File: src/rtl/axi_fifo_pkg.sv
// Shared constants and helpers for the AXI-style handshake FIFO.
// Pointer wrap is an explicit compare against DEPTH-1, so non-power-of-two depths work.
package axi_fifo_pkg;

   localparam int DEFAULT_WIDTH = 32;
   localparam int DEFAULT_DEPTH = 16;

   // Occupancy needs to represent 0..DEPTH inclusive.
   function automatic int cnt_w(input int depth);
      return $clog2(depth + 1);
   endfunction

   function automatic int ptr_w(input int depth);
      return (depth > 1) ? $clog2(depth) : 1;
   endfunction

   function automatic int unsigned ptr_next(input int unsigned ptr, input int unsigned depth);
      return (ptr == depth - 1) ? 32'd0 : ptr + 32'd1;
   endfunction

endpackage

File: src/rtl/axi_hs_fifo_if.sv
// Valid/ready handshake bundle for the FIFO write and read sides.
// master = producer/consumer side, slave = FIFO side.
interface axi_hs_fifo_if import axi_fifo_pkg::*; #(
   parameter int WIDTH = DEFAULT_WIDTH
) ();

   logic             in_valid;
   logic [WIDTH-1:0] in_data;
   logic             in_ready;
   logic             out_valid;
   logic [WIDTH-1:0] out_data;
   logic             out_ready;

   modport master (
      output in_valid, in_data, out_ready,
      input  in_ready, out_valid, out_data
   );

   modport slave (
      input  in_valid, in_data, out_ready,
      output in_ready, out_valid, out_data
   );

endinterface

File: src/rtl/axi_fifo_ptr.sv
// Circular FIFO pointer: advances on inc, wraps from DEPTH-1 to 0, clr has priority.
module axi_fifo_ptr import axi_fifo_pkg::*; #(
   parameter  int DEPTH = DEFAULT_DEPTH,
   localparam int PW    = ptr_w(DEPTH)
) (
   input  logic          clk,
   input  logic          reset,
   input  logic          inc,
   input  logic          clr,
   output logic [PW-1:0] ptr
);

   // NOTE: state registers use non-blocking assignments so every flop samples pre-edge values.
   always_ff @(posedge clk or posedge reset) begin
      if (reset)
         ptr <= '0;
      else if (clr)
         ptr <= '0;
      else if (inc)
         ptr <= PW'(ptr_next(32'(ptr), 32'(DEPTH)));
   end

endmodule

File: src/rtl/axi_hs_fifo.sv
// Show-ahead synchronous FIFO with valid/ready handshake, flush and threshold flags.
// Define AXI_HS_FIFO_ERR_EN to build the sticky overflow flag; otherwise ovf_err is tied low.
module axi_hs_fifo import axi_fifo_pkg::*; #(
   parameter  int WIDTH    = DEFAULT_WIDTH,
   parameter  int DEPTH    = DEFAULT_DEPTH,
   parameter  int AF_LEVEL = DEPTH - 2,
   parameter  int AE_LEVEL = 2,
   localparam int CW       = cnt_w(DEPTH),
   localparam int PW       = ptr_w(DEPTH)
) (
   input  logic          clk,
   input  logic          reset,
   input  logic          flush,
   axi_hs_fifo_if.slave  bus,
   output logic [CW-1:0] count,
   output logic          almost_full,
   output logic          almost_empty,
   output logic          ovf_err
);

   if (DEPTH < 2 || AF_LEVEL > DEPTH || AE_LEVEL >= DEPTH) begin : g_bad_cfg
      $fatal(1, "axi_hs_fifo: illegal configuration DEPTH=%0d AF_LEVEL=%0d AE_LEVEL=%0d",
             DEPTH, AF_LEVEL, AE_LEVEL);
   end

   logic [WIDTH-1:0] mem [DEPTH];
   logic [PW-1:0]    wptr;
   logic [PW-1:0]    rptr;
   logic             full;
   logic             empty;
   logic             push;
   logic             pop;
   logic             wr_adv;
   logic             rd_adv;

   assign full  = (count == CW'(DEPTH));
   assign empty = (count == '0);

   assign bus.in_ready  = !full;
   assign bus.out_valid = !empty;
   assign bus.out_data  = mem[rptr];

   assign push   = bus.in_valid && bus.in_ready;
   assign pop    = bus.out_valid && bus.out_ready;
   assign wr_adv = push && !flush;
   assign rd_adv = pop && !flush;

   assign almost_full  = (count >= CW'(AF_LEVEL));
   assign almost_empty = (count <= CW'(AE_LEVEL));

   // NOTE: the storage array is deliberately not reset; pointers and count define validity.
   always_ff @(posedge clk) begin
      if (wr_adv)
         mem[wptr] <= bus.in_data;
   end

   axi_fifo_ptr #(.DEPTH(DEPTH)) u_wptr (
      .clk   (clk),
      .reset (reset),
      .inc   (wr_adv),
      .clr   (flush),
      .ptr   (wptr)
   );

   axi_fifo_ptr #(.DEPTH(DEPTH)) u_rptr (
      .clk   (clk),
      .reset (reset),
      .inc   (rd_adv),
      .clr   (flush),
      .ptr   (rptr)
   );

   // Simultaneous push and pop leaves occupancy unchanged.
   always_ff @(posedge clk or posedge reset) begin
      if (reset)
         count <= '0;
      else if (flush)
         count <= '0;
      else if (push && !pop)
         count <= count + CW'(1);
      else if (pop && !push)
         count <= count - CW'(1);
   end

`ifdef AXI_HS_FIFO_ERR_EN
   // Any write attempt while full is an overflow, whether or not a pop happens that cycle.
   always_ff @(posedge clk or posedge reset) begin
      if (reset)
         ovf_err <= 1'b0;
      else if (flush)
         ovf_err <= 1'b0;
      else if (bus.in_valid && full)
         ovf_err <= 1'b1;
   end
`else
   assign ovf_err = 1'b0;
`endif

endmodule

File: src/flat_wrapper.sv
// flat-port wrapper written by rule: the top's interface ports become plain ports
module axi_hs_fifo_flat import axi_fifo_pkg::*;
#(
   parameter  int WIDTH    = DEFAULT_WIDTH,
   parameter  int DEPTH    = DEFAULT_DEPTH,
   parameter  int AF_LEVEL = DEPTH - 2,
   parameter  int AE_LEVEL = 2,
   localparam int CW       = cnt_w(DEPTH),
   localparam int PW       = ptr_w(DEPTH)
)
  (clk, reset, flush, count, almost_full, almost_empty, ovf_err, bus_in_valid, bus_in_data, bus_out_ready, bus_in_ready, bus_out_valid, bus_out_data);
  axi_hs_fifo_if #(.WIDTH(WIDTH)) bus_i ();
  input  logic clk;
  input  logic reset;
  input  logic flush;
  output logic [CW-1:0] count;
  output logic almost_full;
  output logic almost_empty;
  output logic ovf_err;
  input wire logic [$bits(bus_i.in_valid)-1:0] bus_in_valid;
  input wire logic [$bits(bus_i.in_data)-1:0] bus_in_data;
  input wire logic [$bits(bus_i.out_ready)-1:0] bus_out_ready;
  output wire logic [$bits(bus_i.in_ready)-1:0] bus_in_ready;
  output wire logic [$bits(bus_i.out_valid)-1:0] bus_out_valid;
  output wire logic [$bits(bus_i.out_data)-1:0] bus_out_data;
  assign bus_i.in_valid = bus_in_valid;
  assign bus_i.in_data = bus_in_data;
  assign bus_i.out_ready = bus_out_ready;
  assign bus_in_ready = bus_i.in_ready;
  assign bus_out_valid = bus_i.out_valid;
  assign bus_out_data = bus_i.out_data;
  axi_hs_fifo #(.WIDTH(WIDTH), .DEPTH(DEPTH), .AF_LEVEL(AF_LEVEL), .AE_LEVEL(AE_LEVEL)) u_core (.clk(clk), .reset(reset), .flush(flush), .bus(bus_i), .count(count), .almost_full(almost_full), .almost_empty(almost_empty), .ovf_err(ovf_err));
endmodule
File: config.mk
export PLATFORM = sky130hd
export DESIGN_NAME = axi_hs_fifo_flat
export DESIGN_NICKNAME = d
export VERILOG_FILES = /design/src/rtl/axi_fifo_pkg.sv /design/src/rtl/axi_hs_fifo_if.sv /design/src/rtl/axi_fifo_ptr.sv /design/src/rtl/axi_hs_fifo.sv /design/src/flat_wrapper.sv
export SDC_FILE = /design/constraint.sdc
export NUM_CORES = 1
export LEC_CHECK = 0
export CAP_MARGIN = 20
export CORE_ASPECT_RATIO = 1.1
export CORE_MARGIN = 2
export CORE_UTILIZATION = 39
export DETAILED_ROUTE_END_ITERATION = 10
export GPL_TIMING_DRIVEN = 0
export PLACE_DENSITY = 0.55
export SYNTH_ARGS = -nofsm -noshare
export SYNTH_HDL_FRONTEND = slang
export SYNTH_SLANG_ARGS = --single-unit
File: constraint.sdc
create_clock -name clk -period 3.6 [get_ports clk]
set_input_delay 0.72 -clock clk [delete_from_list [all_inputs] [get_ports clk]]
set_output_delay 0.72 -clock clk [all_outputs]
set_load 0.005 [all_outputs]
# After elaboration in Yosys (flattened, before gate mapping)
# Memories as Yosys holds them, arrays and structs flattened.
# Cells that the tools add are included.
[totals]
rom_bits = 0
ramBits = 512
n_memories = 1
output_inout_bits = 42
register_bits = 13
latch_bits = 0
wordCells = 39
input_bits = 37
[mem_list]
columns = ["memory", "depth", "word_bits", "read_ports", "rd_ports_with_merged_regs", "write_ports", "line", "rtl"]
rows = [
  ["u_core.mem", 16, 32, 1, 0, 1, "axi_hs_fifo.sv:26", "logic [WIDTH-1:0] mem [DEPTH];"],
]
[op_classes]
n_addsub = 4
n_reduce_logical = 15
n_mul = 0
magnitude_cmp = 2
mux = 11
n_shift = 0
n_eq_ne = 3
bitwise = 0
n_div = 0
[op_table]
columns = ["op", "count"]
rows = [
  ["$mux 4", 6],
  ["$mux 5", 3],
  ["$add 4x1->4 const B", 2],
  ["$eq 4x4->1 const B", 2],
  ["$logic_and 1x1->1", 6],
  ["$add 5x1->5 const B", 1],
  ["$eq 5x5->1 const B", 1],
  ["$ge 5x4->1 const B", 1],
  ["$le 5x2->1 const B", 1],
  ["$logic_not 1->1", 5],
  ["$logic_not 5->1", 1],
  ["$sub 5x1->5 const B", 1],
  ["$reduce_bool 2->1", 2],
  ["$reduce_bool 3->1", 1],
  ["$mux 1", 2],
]

# Logic depth before layout (Yosys ltp)
[logic_depth]
depth_word = 8
ltp_mapped = 9
mapped_depth_nobuf = 8

# Hierarchy
# A second synthesis with hierarchy kept.
[unflattened]
hier_cells = 830
hier_area_um2 = 20254.4
[modules_own_cells]
columns = ["module", "area_each_um2", "instances", "cells_each", "seq_area_each_um2"]
rows = [
  ["axi_hs_fifo", 19851.5, 1, 788, 15499.9],
  ["axi_fifo_ptr", 201.4, 2, 21, 100.1],
]

# Worst setup path after synthesis
# Ideal clock, no wire load.
[synth_timing]
kind = "input -> register"
startpoint = "input port bus_in_valid"
endpoint = "memory u_core.mem[0][0] (netlist name), enable pin"
path_stages = 5
setup_time_ns = 0.461
setup_slack_ns = -0.640
n_path_buf = 1
t_required_ns = 3.139
arrival_ns = 3.779
path_cell_list = "clkbuf_1 -> inv_1 -> a211oi_1 -> nand2_1 -> nor3_1"
[synth_between]
elab_chain_len = 4
[synth_lines]
columns = ["item", "line", "rtl"]
rows = [
  ["from (decl)", "flat_wrapper.sv:20", "input wire logic [$bits(bus_i.in_valid)-1:0] bus_in_valid;"],
  ["$logic_and 1x1->1", "axi_hs_fifo.sv:43", "assign push = bus.in_valid && bus.in_ready;"],
  ["$logic_and 1x1->1", "axi_hs_fifo.sv:45", "assign wr_adv = push && !flush;"],
  ["$mux 1", "axi_hs_fifo.sv:53", "if (wr_adv)"],
  ["$mux 1 (implied by the code)", "axi_hs_fifo.sv:54", "mem[wptr] <= bus.in_data;"],
  ["to (decl)", "axi_hs_fifo.sv:26", ""],
]
# Every way passes these cells.

# Final worst setup path
[layout_timing]
startpoint = "register u_core.u_rptr.ptr[0]"
endpoint = "output port bus_out_data[25]"
[layout_between]
elab_chain_len = 1
[layout_lines]
columns = ["item", "line", "rtl"]
rows = [
  ["from (decl)", "axi_fifo_ptr.sv:10", "output logic [PW-1:0] ptr"],
  ["from (signal assigned)", "axi_fifo_ptr.sv:20", "ptr <= PW'(ptr_next(32'(ptr), 32'(DEPTH)));"],
  ["$mem_v2 16x32", "n/a", ""],
  ["to (decl)", "flat_wrapper.sv:25", "output wire logic [$bits(bus_i.out_data)-1:0] bus_out_data;"],
]
# Every way passes these cells.

==> results.py <==
metrics = {
    "cells_and_area": {
        "area_growth_pct": 22.3,
        "final_common_cell": "edfxtp_1",
        "final_nets": 1085,
        "n_antenna_cell": 0,
        "utilization": 0.483,
        "layout-drive-gt1-share": 0.355,
        "post-route-cell-area_sq_um": 24800,
        "mostFrequentLayoutCells": "512 x edfxtp_1, 160 x mux4_2, 54 x clkbuf_16, 42 x clkdlybuf4s50_1, 37 x buf_4",
    },
    "clock_tree": {
        "cts.sinks": 525,
        "numCtsBuffers": 53,
        "clock_path_buffers": 3,
        "cts.reportedPaths.clkPinSlew_ns": 0.06,
        "h-tree-depth": 2,
        "cts_tree": "built",
        "cts_root_buffer": "clkbuf_16",
        "clkLatencyLatePin_ns": 0.60,
        "holdBufCountCts": 0,
    },
    "power_and_ir_drop": {
        "power.leakage_nw": 7.79,
        "seqPwrFrac": 0.448,
        "clkPwrFrac": 0.344,
        "power_frac_comb": 0.208,
        "netSwitchingPower_mw": 3.76,
        "p_int_mw": 11.7,
        "power_mw": 15.5,
        "p_sw_frac": 0.243,
        "power.density_nw_per_um2": 623,
        "peakVddDrop_v": 0.000436,
    },
    "synthesis": {
        "yosysWarnings": 0,
        "yosysSeqAreaShare": 0.774,
        "syn_area_sq_um": 20300,
        "synth.top_cell.area_share": 0.758,
        "synth_area_per_cell_sq_um": 24.1,
        "synthesis.nets": 890,
        "synth_top_area_cell": "edfxtp_1",
        "synth_edf_count": 512,
        "async_reset_ff_frac": 0.0248,
        "ys_types": 42,
        "ys.flop_type": "edfxtp_1",
        "netlist_instances": 843,
        "synth-seq-cells": 525,
        "yosys-top-cells-area": "edfxtp_1 76%, mux4_2 18%, dfrtp_1 1.6%",
    },
    "global_route": {
        "grt_max_degree": 22,
        "overflow": 0,
        "first_global_vias": 9910,
        "grt_usage": 0.175,
        "antenna_found_initial": 1,
        "grt_pass1_wl_mm": 67.7,
    },
    "placement": {
        "numPortBuffers": 74,
        "place_area_sq_um": 22600,
        "dp.final_hpwl_mm": 28.2,
        "place.gp.congestion": 0.731,
    },
    "route": {
        "vias": 9429,
        "via_per_inst": 5.39,
        "routedWlPerCell_um": 26.4,
        "ant_nets": 0,
        "wl_mm": 46.2,
        "drcViolationCount": 3,
        "drt_first_pass_iters": 8,
        "initialDrtViolationCount": 879,
    },
    "timing": {
        "tns_ns": 0,
        "worst_pin_slew_ns": 0.954,
        "setup_viol_count_final": 0,
        "fin_skew_ns": 0.0202,
        "maxSlewViolCount": 0,
        "fmax_mhz": 281,
        "relSlewSlack": 0.363,
        "period_share": 0.990,
        "rsz0062_at_grt": "true",
        "final.min_clock_period_ns": 3.56,
        "whs_ns": 0.472,
        "hold_viol": 0,
    },
    "status": {
        "status": "finished, violations left",
        "violations": "DRC",
    },
    "worst_hold_path": {
        "min_path_type": "input port to async pin",
    },
    "die": {
        "chipWidth_um": 221,
        "start_util": 0.395,
        "die_h_um": 243,
        "core_area_sq_um": 51400,
        "dieArea_sq_um": 53800,
        "rows": 87,
        "ios": 79,
    },
    "critical_path": {
        "setup.worst_path.start": "u_core.u_rptr.ptr[0]",
        "critPathArrivalTime_ns": 2.84,
        "worstReg2RegStart": "u_core.count[1]",
        "end_kind": "output pin",
        "cp_max_fo": 8,
        "r2r_end": "u_core.mem[8][16]",
        "required_ns": 2.88,
        "crit_type": "flip-flop to output pin",
        "start_kind": "flip-flop",
        "cp-endpoint": "bus_out_data[25]",
        "rr_worst_depth": 5,
        "r2r_slack_ns": 0.62,
    },
    "run": {
        "cap_violations": 0,
    },
}
## critical path, cell delays in order (launching register included)
cell     delay [ns]
dfrtp_1        0.39
buf_6          0.15
buf_12         0.13
buf_12         0.15
buf_12         0.13
buf_16         0.13
buf_4          0.13
mux4_2         0.42
mux4_2         0.48
buf_2          0.15
## state kept, by name, indices dropped and copies added, names as in the netlist
name / flops
u_core.count: 5
u_core.mem: 512
u_core.u_rptr.ptr: 4
u_core.u_wptr.ptr: 4
## cells in the mapped netlist (3+ instances only)
cell      number
edfxtp_1     512
mux4_2       160
nor2_1        18
clkbuf_1      16
nand2_1       15
dfrtp_1       13
buf_1         11
a21oi_1        9
buf_2          9
buf_6          9
ha_1           9
inv_1          6
nand3_1        6
nor3_1         5
nand2b_1       4
a31oi_1        3
mux2_1         3
mux2i_1        3
nor2b_1        3
o21ai_0        3
## what timing repair did
action | CTS | global route
setup buffers | 32 | 6
setup endpoints to repair | 32 | 20
gates cloned | 5 | 0
gates resized for setup | 174 | 16
## per-layer routing
metal,track usage,part of all wire
met1,0.240,0.44
met2,0.293,0.50
met3,0.0274,0.041
met4,0.0443,0.016
met5,0,0.00028
## power groups by stage
stage / sequential, mW / clock, mW / combinational [mW]
floorplan: 7.02 / 0 / 1.72
global placement: 7.05 / 0 / 2.75
detailed placement: 7.05 / 0 / 2.82
CTS: 6.93 / 5.43 / 3.26
global route: 6.93 / 5.66 / 3.45
finish: 6.92 / 5.31 / 3.21
## how the worst min path moves through the flow
stage,start,endpoint,slack (ns),cells past startpoint
after floorplan,u_core.u_wptr.ptr[1],u_core.u_wptr.ptr[1],0.56,2
after global placement,u_core.u_wptr.ptr[1],u_core.u_wptr.ptr[1],0.61,2
after detailed placement,u_core.u_wptr.ptr[1],u_core.u_wptr.ptr[1],0.62,2
after CTS,reset,u_core.count[2],0.46,2
after global routing,reset,u_core.count[2],0.50,2
final,reset,u_core.count[2],0.47,2
## kinds of logic after synthesis
logic type | after synthesis | synth area share
buf+inv | 52 | 0.0137
compound gates | 31 | 0.0102
other cells | 1 | 0.000185
simple gates | 56 | 0.0135
flops | 525 | 0.774
mux | 166 | 0.181
fa+ha+maj | 10 | 0.00654
xor+xnor | 2 | 0.000864
## cell type report
type,count,area (sq um)
Clock buffer,68,1400
Inverter,6,22.5
Timing Repair Buffer,141,1670
Buffer,45,454
Tap cell,667,835
Sequential cell,525,15700
Clock inverter,30,272
Fill cell,4171,26600
Multi-Input combinational cell,266,4440
## stage by stage
step | cells | setup slack [ns]
detailed placement | 1608 | -0.283
global route | 1748 | -0.0376
floorplan | 843 | 0.214
global placement | 1584 | -2.04
finish | 1748 | 0.0378
CTS | 1742 | -0.0202
(Power assumes the default switching activity.)
